File: src/rtl/muldiv_sequencer_pkg.sv
// Shared ALU selection codes and small decode helpers for the RV32M sequencer.
// Only the codes this block decodes are mirrored here.
package muldiv_sequencer_pkg;

  localparam logic [4:0] ALU_ADD    = 5'd0;
  localparam logic [4:0] ALU_MUL    = 5'd16;
  localparam logic [4:0] ALU_MULH   = 5'd17;
  localparam logic [4:0] ALU_MULHSU = 5'd18;
  localparam logic [4:0] ALU_MULHU  = 5'd19;
  localparam logic [4:0] ALU_DIV    = 5'd20;
  localparam logic [4:0] ALU_DIVU   = 5'd21;
  localparam logic [4:0] ALU_REM    = 5'd22;
  localparam logic [4:0] ALU_REMU   = 5'd23;

  function automatic logic is_m_op(input logic [4:0] sel);
    return sel inside {ALU_MUL, ALU_MULH, ALU_MULHSU, ALU_MULHU,
                       ALU_DIV, ALU_DIVU, ALU_REM, ALU_REMU};
  endfunction

  function automatic logic is_mul_op(input logic [4:0] sel);
    return sel inside {ALU_MUL, ALU_MULH, ALU_MULHSU, ALU_MULHU};
  endfunction

  function automatic logic is_signed_div(input logic [4:0] sel);
    return sel inside {ALU_DIV, ALU_REM};
  endfunction

  function automatic logic is_rem(input logic [4:0] sel);
    return sel inside {ALU_REM, ALU_REMU};
  endfunction

endpackage

File: src/rtl/muldiv_sequencer_div_step.sv
// One restoring-division step: shift {rem,quo} left, compare against the
// divisor, subtract and set the quotient LSB when the divisor fits.
module muldiv_sequencer_div_step #(
  parameter int XLEN = 32
) (
  input  logic [XLEN-1:0] rem,
  input  logic [XLEN-1:0] quo,
  input  logic [XLEN-1:0] divisor,
  output logic [XLEN-1:0] rem_next,
  output logic [XLEN-1:0] quo_next
);

  logic [XLEN:0] rem_sh;
  logic [XLEN:0] diff;
  logic          fits;

  // rem < divisor before the shift, so diff always fits in XLEN+1 signed bits
  // and its top bit is a clean borrow flag.
  always_comb begin
    rem_sh   = {rem, quo[XLEN-1]};
    diff     = rem_sh - {1'b0, divisor};
    fits     = ~diff[XLEN];
    rem_next = fits ? diff[XLEN-1:0] : rem_sh[XLEN-1:0];
    quo_next = {quo[XLEN-2:0], fits};
  end

endmodule

File: src/rtl/muldiv_sequencer.sv
// Multi-cycle RV32M controller: registered 33x33 multiply or 32-step restoring
// divide, stalling the pipeline while busy and strobing done with the result.
module muldiv_sequencer
  import muldiv_sequencer_pkg::*;
#(
  parameter int XLEN = 32
) (
  input  logic            clk,
  input  logic            rst_n,
  input  logic            start,
  input  logic [4:0]      alu_sel,
  input  logic [XLEN-1:0] op_a,
  input  logic [XLEN-1:0] op_b,
  input  logic            kill,
  output logic            stall,
  output logic            done,
  output logic [XLEN-1:0] result
);

  localparam int CW = $clog2(XLEN);

  typedef enum logic [2:0] {S_IDLE, S_MUL, S_DIV, S_FIX, S_DONE} state_t;

  state_t            state_q, state_d;
  logic [XLEN-1:0]   a_q, b_q, quo_q, rem_q, dvs_q, result_q;
  logic [4:0]        sel_q;
  logic [CW-1:0]     count_q;

  logic              accept, div_zero, div_ovf;
  logic [XLEN-1:0]   rem_nx, quo_nx, quo_fix, rem_fix;
  logic signed [XLEN:0]     mul_a, mul_b;
  logic signed [2*XLEN-1:0] prod;

  function automatic logic [XLEN-1:0] mag(input logic [XLEN-1:0] v);
    return v[XLEN-1] ? -v : v;
  endfunction

  assign accept   = (state_q == S_IDLE) && start && is_m_op(alu_sel) && !kill;
  assign div_zero = (op_b == '0);
  assign div_ovf  = is_signed_div(alu_sel) && (op_a == {1'b1, {(XLEN-1){1'b0}}})
                    && (op_b == '1);

  always_comb begin
    state_d = state_q;
    case (state_q)
      S_IDLE:
        if (accept) begin
          if (is_mul_op(alu_sel))       state_d = S_MUL;
          else if (div_zero || div_ovf) state_d = S_DONE;
          else                          state_d = S_DIV;
        end
      S_MUL:  state_d = kill ? S_IDLE : S_DONE;
      S_DIV:
        if (kill)                             state_d = S_IDLE;
        else if (count_q == CW'(XLEN - 1))    state_d = S_FIX;
      S_FIX:  state_d = kill ? S_IDLE : S_DONE;
      S_DONE: state_d = S_IDLE;
      default: state_d = S_IDLE;
    endcase
  end

  always_ff @(posedge clk or negedge rst_n) begin
    if (!rst_n) state_q <= S_IDLE;
    else        state_q <= state_d;
  end

  // Only the low 2*XLEN bits of the 66-bit signed product are ever selected,
  // and those are identical to a 2*XLEN-bit wrap-around product.
  always_comb begin
    mul_a = {(sel_q != ALU_MULHU) & a_q[XLEN-1], a_q};
    mul_b = {((sel_q == ALU_MUL) || (sel_q == ALU_MULH)) & b_q[XLEN-1], b_q};
    prod  = (2*XLEN)'(mul_a) * (2*XLEN)'(mul_b);
  end

  muldiv_sequencer_div_step #(.XLEN(XLEN)) u_div_step (
    .rem      (rem_q),
    .quo      (quo_q),
    .divisor  (dvs_q),
    .rem_next (rem_nx),
    .quo_next (quo_nx)
  );

  always_comb begin
    quo_fix = (is_signed_div(sel_q) && (a_q[XLEN-1] ^ b_q[XLEN-1])) ? -quo_q : quo_q;
    rem_fix = (is_signed_div(sel_q) && a_q[XLEN-1]) ? -rem_q : rem_q;
  end

  always_ff @(posedge clk or negedge rst_n) begin
    if (!rst_n) begin
      a_q      <= '0;
      b_q      <= '0;
      sel_q    <= '0;
      quo_q    <= '0;
      rem_q    <= '0;
      dvs_q    <= '0;
      count_q  <= '0;
      result_q <= '0;
    end else begin
      case (state_q)
        S_IDLE:
          if (accept) begin
            a_q     <= op_a;
            b_q     <= op_b;
            sel_q   <= alu_sel;
            count_q <= '0;
            rem_q   <= '0;
            quo_q   <= is_signed_div(alu_sel) ? mag(op_a) : op_a;
            dvs_q   <= is_signed_div(alu_sel) ? mag(op_b) : op_b;
            if (!is_mul_op(alu_sel)) begin
              if (div_zero)     result_q <= is_rem(alu_sel) ? op_a : '1;
              else if (div_ovf) result_q <= is_rem(alu_sel) ? '0 : op_a;
            end
          end
        S_MUL:
          if (!kill)
            result_q <= (sel_q == ALU_MUL) ? prod[XLEN-1:0] : prod[2*XLEN-1:XLEN];
        S_DIV:
          if (!kill) begin
            rem_q   <= rem_nx;
            quo_q   <= quo_nx;
            count_q <= count_q + 1'b1;
          end
        S_FIX:
          if (!kill) result_q <= is_rem(sel_q) ? rem_fix : quo_fix;
        default: ;
      endcase
    end
  end

  // Gated by rst_n so an asserted reset drops the stall even with start high.
  assign stall  = rst_n && (accept || (state_q inside {S_MUL, S_DIV, S_FIX}));
  assign done   = (state_q == S_DONE);
  assign result = result_q;

endmodule

File: config.mk
export PLATFORM = sky130hd
export DESIGN_NAME = muldiv_sequencer
export DESIGN_NICKNAME = d
export VERILOG_FILES = /design/src/rtl/muldiv_sequencer_pkg.sv /design/src/rtl/muldiv_sequencer_div_step.sv /design/src/rtl/muldiv_sequencer.sv
export SDC_FILE = /design/constraint.sdc
export NUM_CORES = 2
export LEC_CHECK = 0
export BUFFER_PORTS_ARGS = -buffer_cell sky130_fd_sc_hd__buf_2
export CORE_ASPECT_RATIO = 1.2
export CORE_MARGIN = 1
export CORE_UTILIZATION = 48
export CTS_BUF_LIST = sky130_fd_sc_hd__clkbuf_16
export DETAILED_ROUTE_END_ITERATION = 10
export GPL_ROUTABILITY_DRIVEN = 0
export PLACE_DENSITY = 0.71
export SLEW_MARGIN = 25
export SYNTH_ARGS = -nofsm -noshare
export SYNTH_HDL_FRONTEND = slang
export SYNTH_SLANG_ARGS = --single-unit
File: constraint.sdc
create_clock -name clk -period 10.4 [get_ports clk]
set_input_delay 1.04 -clock clk [delete_from_list [all_inputs] [get_ports clk]]
set_output_delay 1.04 -clock clk [all_outputs]
set_load 0.05 [all_outputs]
After elaboration in Yosys (flattened, before gate mapping)
Cells that the tools add are included.
Widths: inputs -> output; s select.
- add/subtract/negate cells: 6
- multiply operators: 1
- equal/unequal tests: 28
- mux-type cells: 34
- bitwise logic cells: 4
- reduce and logical (&&, ||, !) cells: 28
- operators by type and width (cell ; count):
    $mux 32 ; 21
    $neg 32->32 ; 4
    $pmux 32 s2 ; 2
    $pmux 32 s3 ; 1
    $eq 5x5->1 const B ; 14
    $eq 32x32->1 const B ; 2
    $mul 33x33->64 ; 1
    $sub 33x32->33 ; 1
    $logic_not 32->1 ; 1
    $mux 3 ; 6
    $mux 5 ; 2
    $ne 2x2->1 const B ; 5
    $pmux 5 s2 ; 1
    $reduce_bool 2->1 ; 5
    $pmux 3 s3 ; 1
    $logic_and 1x1->1 ; 8
    $reduce_bool 8->1 ; 1
    $eq 3x2->1 const B ; 2
    $ne 3x3->1 const B ; 2
    $reduce_and 6->1 ; 1
    $reduce_bool 3->1 ; 2
    $add 5x1->5 const B ; 1
    $ne 5x5->1 const B ; 1
    $reduce_and 2->1 ; 2
    other kinds (11) ; 14
- flip-flop bits (word level): 205
- input port bits: 73
- output and inout port bits: 34

Logic depth before layout (Yosys ltp)
- depth in word-level cells: 9
- depth in mapped cells: 32
- depth with buffers taken out: 29

Cells and area by module
Synthesis repeated with hierarchy kept, for this count alone.
- cells, all modules: 6026
- area, all modules: 52211.3 sq um
- by module, submodules not included (module ; times used ; cells an instance ; area an instance (sq um)):
    muldiv_sequencer ; 1 ; 5689 ; 49612.6
    muldiv_sequencer_div_step ; 1 ; 337 ; 2598.7

Worst setup path after synthesis
Ideal clock, no wire load.
- path kind: reg2reg
- start: register sel_q[2]
- end: register result_q[27], in the netlist result[27]
- library setup time: 0.095 ns
- arrival time: 8.163 ns
- data required time: 10.305 ns
- setup slack: 2.141 ns
- cell stages (with the launch flop): 29
- period minus slack after synthesis: 8.259 ns
- path through: dfrtp_1 -> or3b_1 -> clkbuf_1 -> o21a_1 -> clkbuf_1 -> nand2_1 -> inv_1 -> fa_1 -> fa_1 -> fa_1 -> inv_1 -> fa_1 -> fa_1 -> fa_1 -> fa_1 -> fa_1 -> inv_1 -> ha_1 -> clkbuf_1 -> a21o_1 -> a21o_1 -> a211oi_1 -> nor2_1 -> nor3_1 -> o21ai_0 -> o311ai_1 -> a21boi_0 -> o21a_1 -> o31ai_1
- longest elaborated chain between the ends: 7
- elaborated cells on any way between the ends: 21
- ends and longest elaborated chain (item ; line ; RTL):
    start: declaration ; muldiv_sequencer.sv:26 ; logic [4:0] sel_q;
    start signal: assignment ; muldiv_sequencer.sv:104 ; sel_q <= alu_sel;
    $eq 5x5->1 (on tied branches) ; n/a ;
    $logic_or 1x1->1 / $reduce_bool 2->1 (equally long branches) ; muldiv_sequencer.sv:71, muldiv_sequencer_pkg.sv:25 ;
    $and 1x1->1, or another cell as far along ; muldiv_sequencer.sv:71 ; mul_b = {((sel_q == ALU_MUL) || (sel_q == ALU_MULH)) & b_q[XLEN-1], b_q};
    $mul 33x33->64, or another cell as far along ; muldiv_sequencer.sv:72 ; prod = (2*XLEN)'(mul_a) * (2*XLEN)'(mul_b);
    $mux 32 (on tied branches) ; muldiv_sequencer.sv:116, muldiv_sequencer.sv:124 ;
    $mux 32 (on tied branches) ; muldiv_sequencer.sv:115, muldiv_sequencer.sv:124 ;
    $pmux 32 s3 * ; muldiv_sequencer.sv:99 ; case (state_q)
    end signal: assignment ; muldiv_sequencer.sv:110 ; if (div_zero) result_q <= is_rem(alu_sel) ? op_a : '1;
    end signal: assignment ; muldiv_sequencer.sv:116 ; result_q <= (sel_q == ALU_MUL) ? prod[XLEN-1:0] : prod[2*XLEN-1:XLEN];
    end signal: assignment ; muldiv_sequencer.sv:124 ; if (!kill) result_q <= is_rem(sel_q) ? rem_fix : quo_fix;
    end: declaration ; muldiv_sequencer.sv:25 ; logic [XLEN-1:0] a_q, b_q, quo_q, rem_q, dvs_q, result_q;
Mark *: on every way between the ends. The rest lies on a longest branch, timed or not. The select of a mux whose other input is x is not followed.
A chain may end at the register's enable or synchronous reset.

Final worst setup path
Ends and elaborated chain as after synthesis.

==> flow_summary.json <==
{
  "grt_max_degree": 97,
  "grt_use_total_pct": 28.0,
  "area_growth_pct": 4.90,
  "slowest_stage": "fa_1",
  "path_clk_slew_ns": 0.06,
  "overflow": 0,
  "avgRoutedWirePerCell_um": 20.3,
  "async_flop_share_pct": 100,
  "numCtsBuffers": 24,
  "ys_types": 79,
  "drv_slew": 0,
  "slew_headroom_pct": 23.0,
  "start_util_pct": 48.5,
  "io_buffers": 106,
  "setup-violations-final": 0,
  "seq_area_um2": 5110,
  "endpoint_kind": "flip-flop",
  "post_cts_buffers": 0,
  "skew_ns": 0.0150,
  "worstSetupPathType": "reg2reg",
  "drive_above_1_share_pct": 4.60,
  "grt_pass1_wl_mm": 239,
  "final_nets": 7277,
  "max_freq_mhz": 109,
  "min_period_over_period_pct": 88.4,
  "rows": 131,
  "via_per_inst": 5.65,
  "status": "completed",
  "nFillCells": 9878,
  "clk_latency_ns": 0.55,
  "wirelength_mm": 147,
  "cp_max_fo": 31,
  "syn-num-nets": 7397,
  "critPathMaxStageDelay_ns": 0.63,
  "cap_violations": 0,
  "synth-main-ff-cell": "dfrtp_1",
  "ys_seq_area_share_pct": 9.89,
  "vias": 40929,
  "coreArea_um2": 107000,
  "cts_tree": "built",
  "cts_sinks": 204,
  "cts_resized": 0,
  "worstPathArrival_ns": 9.64,
  "layout_min_cycle_time_ns": 9.19,
  "antenna_found_initial": 4,
  "worst_pin_slew_ns": 1.14,
  "r2r_setup_slack_ns": 1.21,
  "crit_path_frequent_cell": "fa_1",
  "rsz0062_at_grt": "no",
  "synth_edf_count": 0,
  "yosysWarnings": 0,
  "r2r_cells": 26,
  "setup_tns_ns": 0,
  "drtAntennaViolNets": 0,
  "start_kind": "flip-flop",
  "io_pins": 107,
  "ys_seq_elements": 204,
  "final_hold_viol_count": 0,
  "fp.dieW_um": 301,
  "multiInputGateArea_um2": 40900,
  "clock-root-buffer": "clkbuf_16",
  "die_area_um2": 109000,
  "synthCells": 5946,
  "cts.htree.levels": 1,
  "syn_area_um2": 51600,
  "die_h_um": 361,
  "synth_area_per_cell_um2": 8.68,
  "place_hpwl_mm": 122,
  "cts.path.max_buffers": 3,
  "drc": 0,
  "grt_pass1_vias": 43903,
  "critPathRequiredTime_ns": 10.85,
  "holdCritPathClass": "in2async",
  "cts_hold_buf": 0,
  "drt-pass1-iter-count": 6,
  "drt_iter0_markers": 2961
}
[path summary, 6_finish.rpt]
kind | endpoint | from
min in group clk | dvs_q[5] | dvs_q[5]
worst min-delay path | dvs_q[21] | rst_n
worst max-delay path | result[27] | sel_q[2]
worst max register to register | result[27] | sel_q[2]
worst min register to register | dvs_q[5] | dvs_q[5]
max in group asynchronous | a_q[30] | rst_n
[area by class of cell]
class	count	share of cell area (%)
clock buffer	25	1.16
clock inverter	19	0.259
multi-input combinational	4242	75.6
timing repair buffer	199	2.35
sequential	204	9.44
inverter	1155	8.00
tap	1396	3.22
antenna	2	0.00924
[state kept, by name, summed over array words and instances (netlist names)]
name	cells
b_q	32
rem_q	32
a_q	32
state_q	3
dvs_q	31
quo_q	32
sel_q	5
result	32
count_q	5
[per-stage QoR]
stage	utilization, %	setup WS, ns	hold slack (ns)	cells	cell area [um^2]
2_1_floorplan	-	2.14	0.450	5946	51600
3_3_place_gp	50.1	1.41	0.461	7195	53400
3_5_place_dp	50.1	1.27	0.464	7196	53400
4_1_cts	50.8	1.22	0.480	7240	54200
5_1_grt	50.8	0.730	0.495	7240	54200
6_report	50.8	1.21	0.466	7242	54200
[critical path, delay by kind of cell (launching register included)]
family	cells	cell delay, ns
compound gates	11	2.53
buf+inv	4	0.78
simple gates	2	0.65
flops	1	0.41
fa+ha+maj	9	4.69
[cell usage after synthesis, types with 19 or more instances]
cell type / n / area, um^2
a21oi_1: 181 / 906
clkbuf_1: 325 / 1220
a211oi_1: 25 / 188
fa_1: 1126 / 22500
mux2i_1: 30 / 300
nor2_1: 165 / 619
inv_1: 1155 / 4340
a31oi_1: 22 / 138
nor4_1: 20 / 125
o211ai_1: 25 / 188
and2_1: 337 / 2110
nand3_1: 43 / 215
nand4_1: 34 / 213
ha_1: 252 / 3150
a21o_1: 57 / 428
nor3_1: 47 / 235
o21ai_0: 217 / 1090
o22ai_1: 19 / 119
xor2_1: 88 / 771
dfrtp_1: 204 / 5100
xnor2_1: 120 / 1050
nand2_1: 1168 / 4380
o31ai_1: 24 / 180
or3_1: 21 / 131
o21a_1: 19 / 143
[cells in the final DEF (no fill, tap or decap), types with 87 or more instances in the layout]
cell type  Yosys  layout
inv_1       1155    1160
xor2_1        88      87
buf_2         10     105
ha_1         252     252
dfrtp_1      204     199
buf_4          1      90
nor2_1       165     164
and2_1       337     336
xnor2_1      120     120
fa_1        1126    1125
a21oi_1      181     181
o21ai_0      217     217
nand2_1     1168    1167
[cell families (layout without fill, tap and decap cells)]
logic type,Yosys count,in the layout,share of synthesized area [%]
xor gates and xnor gates,209,209,3.57
DFF,204,204,9.89
and+or+nand+nor,1938,1938,17.0
buffers and inverters,1500,1398,10.9
AOI/OAI and AO/OA,687,687,8.21
muxes,30,30,0.582
adders and majority gates,1378,1378,49.8
other,0,2,0
[metal layers]
metal / GRT usage [%] / vias up / wire (um)
li1: - / 17774 / -
met1: 33.0 / 20919 / 53400
met2: 49.1 / 1751 / 74300
met3: 3.77 / 481 / 10200
met4: 15.0 / 4 / 9430
met5: 0 / - / 23
Power is left out: the tool's default activity adds up to more than one toggle a clock period on the data nets, which glitch-free logic cannot reach.
